[src/rtl/pipe_chain.sv]
// pipe_chain: elastic valid/ready pipeline of STAGES register slots with
// bubble collapsing, synchronous flush, global freeze (enable) and an
// occupancy counter.
// Optional feature: define PIPE_CHAIN_SKID_EN to add a one-entry skid
// register ahead of slot 0, which makes in_ready a pure register function.
module pipe_chain #(
   parameter  int unsigned DATA_W = 32,
   parameter  int unsigned STAGES = 3,
   localparam int unsigned OCC_W  = $clog2(STAGES + 2)
) (
   input  logic              clk,
   input  logic              arst,
   input  logic              enable,
   input  logic              flush,
   input  logic              in_valid,
   output logic              in_ready,
   input  logic [DATA_W-1:0] in_data,
   output logic              out_valid,
   input  logic              out_ready,
   output logic [DATA_W-1:0] out_data,
   output logic [OCC_W-1:0]  occupancy
);

   logic [STAGES-1:0] v;
   logic [DATA_W-1:0] d [STAGES];
   logic [STAGES-1:0] rdy;
   logic              tail_full;
   logic              in_fire;
   logic              out_fire;
   logic              src_valid;
   logic [DATA_W-1:0] src_data;

`ifdef PIPE_CHAIN_SKID_EN
   logic              skid_valid;
   logic [DATA_W-1:0] skid_data;
`endif

   // Per-slot ready: a slot can load when it, or any slot downstream of it,
   // is empty, or when the consumer takes the last slot. Written as a
   // running "all full from here to the tail" term rather than a vector
   // that reads its own bits; equivalent to rdy[i] = !v[i] | rdy[i+1].
   always_comb begin
      tail_full = 1'b1;
      rdy       = '0;
      for (int unsigned k = 0; k < STAGES; k++) begin
         tail_full             = tail_full & v[STAGES-1-k];
         rdy[STAGES-1-k]       = !tail_full | out_ready;
      end
   end

   // Handshake at both ends; flush and freeze block any transfer.
`ifdef PIPE_CHAIN_SKID_EN
   assign in_ready  = !skid_valid & enable & !flush;
`else
   assign in_ready  = rdy[0] & enable & !flush;
`endif
   assign out_valid = v[STAGES-1] & enable & !flush;
   assign out_data  = d[STAGES-1];
   assign in_fire   = in_valid & in_ready;
   assign out_fire  = out_valid & out_ready;

   // Source feeding slot 0: a parked skid entry drains ahead of new input.
   always_comb begin
`ifdef PIPE_CHAIN_SKID_EN
      src_valid = skid_valid | in_fire;
      src_data  = skid_valid ? skid_data : in_data;
`else
      src_valid = in_fire;
      src_data  = in_data;
`endif
   end

   // Slot registers: advance every ready slot; data only moves under a
   // valid so bubbles leave the data registers untouched.
   always_ff @(posedge clk or posedge arst) begin
      if (arst) begin
         v <= '0;
         for (int unsigned k = 0; k < STAGES; k++) begin
            d[k] <= '0;
         end
      end else if (flush) begin
         v <= '0;
      end else if (enable) begin
         for (int unsigned k = 1; k < STAGES; k++) begin
            if (rdy[k]) begin
               v[k] <= v[k-1];
               if (v[k-1]) begin
                  d[k] <= d[k-1];
               end
            end
         end
         if (rdy[0]) begin
            v[0] <= src_valid;
            if (src_valid) begin
               d[0] <= src_data;
            end
         end
      end
   end

`ifdef PIPE_CHAIN_SKID_EN
   // Skid entry: catches an accepted word that slot 0 cannot take, and
   // empties into slot 0 as soon as slot 0 is ready.
   always_ff @(posedge clk or posedge arst) begin
      if (arst) begin
         skid_valid <= 1'b0;
         skid_data  <= '0;
      end else if (flush) begin
         skid_valid <= 1'b0;
      end else if (enable) begin
         if (skid_valid) begin
            if (rdy[0]) begin
               skid_valid <= 1'b0;
            end
         end else if (in_fire && !rdy[0]) begin
            skid_valid <= 1'b1;
            skid_data  <= in_data;
         end
      end
   end
`endif

   // Occupancy: entries accepted minus entries delivered; flush empties.
   always_ff @(posedge clk or posedge arst) begin
      if (arst) begin
         occupancy <= '0;
      end else if (flush) begin
         occupancy <= '0;
      end else if (in_fire && !out_fire) begin
         occupancy <= occupancy + OCC_W'(1);
      end else if (!in_fire && out_fire) begin
         occupancy <= occupancy - OCC_W'(1);
      end
   end

endmodule

[config.mk]
export PLATFORM = sky130hd
export DESIGN_NAME = pipe_chain
export DESIGN_NICKNAME = d
export VERILOG_FILES = /design/src/rtl/pipe_chain.sv
export SDC_FILE = /design/constraint.sdc
export NUM_CORES = 1
export LEC_CHECK = 0
export BUFFER_PORTS_ARGS = -buffer_cell sky130_fd_sc_hd__buf_2
export CELL_PAD_IN_SITES_DETAIL_PLACEMENT = 0
export CELL_PAD_IN_SITES_GLOBAL_PLACEMENT = 2
export CORE_MARGIN = 1
export CORE_UTILIZATION = 40
export DETAILED_ROUTE_END_ITERATION = 8
export PLACE_DENSITY = 0.85
export SLEW_MARGIN = 20
export SYNTH_ARGS = -nofsm -noshare
export SYNTH_HDL_FRONTEND = slang
export SYNTH_SLANG_ARGS = --single-unit
[constraint.sdc]
create_clock -name clk -period 6.45 [get_ports clk]
set_input_delay 0.9675 -clock clk [delete_from_list [all_inputs] [get_ports clk]]
set_output_delay 0.9675 -clock clk [all_outputs]
set_load 0.05 [all_outputs]
==> summary.txt <==
Status
  – Outcome: finished, final reports clean

CTS
  – Post-CTS setup buffer count: 0
  – Clock-pin slew on the worst setup and hold paths: 0.10 ns
  – Root buf cell: clkbuf_8
  – Post-CTS sizing: 0
  – Hold buffers post-CTS: 0
  – Clock Latency Late Sink: approximately 0.36 ns
  – CTS max path bufs: 2
  – H-Tree Depth: 3
  – Num CTS Buffers: 9
  – CTS Sinks: 102
  – CTS tree: done

Worst setup path
  – Crit path DAT: 3.19 ns
  – Worst Setup End Kind: flop
  – Crit Path Max Fanout: 37
  – Reg2Reg Launch Point: v[2]
  – CP Launch Type: input port
  – CP Data Required Time: 6.72 ns
  – Critical Path Start: enable
  – WS Path Type: in -> reg

STA
  – Worst-margin pin slew: 0.882 ns
  – Fmax: 342 MHz
  – Final Hold Viols: 0
  – # setup viols final: 0
  – Tmin final: 2.93 ns
  – Slew Limit Fails: 0
  – Final period util: 45.4%
  – Slew HR: 41.2%
  – Worst Skew: 0.00764 ns
  – RSZ-0062 raised after global routing: no
  – Setup_tns: 0 ns

Die
  – Site Rows: 37
  – Area of the core: 0.0103 mm2
  – IO Count: between 70 and 80
  – Die H: 105 um
  – Die area: 0.0111 mm2
  – Initial Utilization: between 40 and 50%
  – Die W: 105 um

Synth
  – Syn. warnings: 0
  – Post-Syn Nets: 390
  – Top-area cell type share of the netlist area: 59.8%
  – Synth Register Bits: 102
  – Synth top cells by count: 102 x dfrtp_1, 99 x nand2_1, 45 x mux2_2, 34 x buf_4, 20 x mux2_1
  – Count leader, synth: dfrtp_1
  – Post-synth EDFFs: 0
  – Largest family of logic cells by synthesized area: multiplexers
  – Post-synthesis xor/xnor area fraction: 0.410%
  – Cells after Synth: around 350
  – Most common flop cell mapped by yosys: dfrtp_1
  – Adder-Cell Fraction of Synth Area: less than 1%
  – Post-synthesis mux area share: 17.6%
  – Asr flop ratio synth: 100%
  – Main area contributors after synthesis: dfrtp_1 60%, mux2_2 12%, nand2_1 8.7%
  – Area leader, netlist: dfrtp_1
  – Mapped Area: around 0.0043 mm2
  – Yosys cell types: 28
  – Compound-cell area share of the yosys netlist: 1.05%
  – Synth Area per Inst: 12.2 um2
  – Sequential fraction of the synthesis area: 59.8%
  – Simple-gate area share of the yosys netlist: between 10% and 20%

Run
  – Max Cap Viol: 0

Worst hold path
  – Worst Hold Class: reg -> reg
  – HP Start: d[92]

Final layout
  – Fraction of layout instances using a drive strength above 1: 36.1%
  – Final #Nets: 427
  – Area grow syn2layout: 8.76%
  – Fin util: 45.0%
  – Diodes inserted: 0

Place
  – Port Buf Inserts: 74
  – Post-detail-place hpwl: roughly 4600 um
  – RD Place Congestion: 0.780

Global routing
  – Largest net degree at the start of global routing: 73
  – First-pass GRT wire length: roughly 12,000 um
  – Vias in the first global route: 2,419
  – Total GRT Usage: 14.4%
  – Initial antenna violation count: 0
  – GRT overflow: 0

Detailed routing
  – First DRT Iteration DRCs: 69
  – Drt via density: 4.65
  – Post-DRT Antenna Nets: 0
  – Initial DRT Pass Iterations: 4
  – DRT Wirelength: 7290 um
  – DRC errors left: 0
  – Routed len/inst: 13.8 um
  – Via Count: 2,461

Power
  – Power density cells: between 300 and 400 mW/mm2
  – Pleak: approximately 2.5 nW
  – Worst VDD drop: approximately 0.00014 V
==> critical path: stages <==
cell and delay (ns):
buf_2 0.16, nor2b_4 0.21, nand3_2 0.66, nor2_1 0.34
fa_1 0.46, nor3_1 0.19, mux2i_1 0.11, o31ai_1 0.11
==> layer usage <==
metal  share of wire, %  GRT usage [%]  wire (um)
met2                 43           21.1       3160
met1                 51           20.9       3700
met4                1.3           5.43         95
met5                  0              0          0
met3                4.5           3.28        326
==> placed cells by master (no fill, tap or decap), types with 3 or more instances in the layout <==
cell      count
dfrtp_1     102
buf_2        74
a22oi_1       3
nor2_1        6
clkbuf_8      9
mux2_1       20
nand2_1      99
mux2_2       45
==> power by group <==
group          leakage, nW  internal, mW  switching (mW)
clock network       0.0877         0.145           0.225
registers             1.33         0.768          0.0653
logic                 1.06         0.116           0.211
total                 2.47          1.03           0.501
==> state kept, by name (all words and copies together) (netlist names) <==
register,cells
occupancy,3
out_data,32
v,3
d,64
==> worst paths after layout <==
path | endpoint | slack, ns | depth (start not counted)
max | occupancy[1] | 3.52 | 8
min | d[92] | 0.48 | 2
max reg2reg | occupancy[1] | 3.88 | 7
min reg2reg | d[92] | 0.48 | 2
max in group asynchronous | out_data[23] | 4.64 | 3
min in group asynchronous | d[77] | 0.59 | 2
==> kinds of logic (layout without fill, tap and decap cells) <==
group / count (synthesis) / count (layout)
simple gates: 120 / 120
flops: 102 / 102
mux: 67 / 67
buf+inv: 53 / 95
compound gates: 6 / 6
xor+xnor: 2 / 2
fa+ha+maj: 1 / 1
==> per-stage QoR <==
stage / instance area, um2 / cells / power [mW] / setup slack [ns] / hold WS, ns
2_1_floorplan: 4270 / 351 / 1.14 / 2.81 / 0.440
3_3_place_gp: 4460 / 513 / 1.17 / 3.18 / 0.453
3_5_place_dp: 4460 / 513 / 1.18 / 3.14 / 0.458
4_1_cts: 4640 / 529 / 1.55 / 3.52 / 0.482
5_1_grt: 4640 / 529 / 1.62 / 3.39 / 0.502
6_report: 4640 / 529 / 1.53 / 3.52 / 0.476
==> final cells by class <==
type                       instances  area, um2
clock buffer                       9        124
clock inverter                     7       57.6
fill                            1019       5680
inverter                           3       13.8
multi-input combinational        196       1340
sequential                       102       2550
tap                              136        170
timing repair buffer              76        385
(Power assumes the default switching activity.)
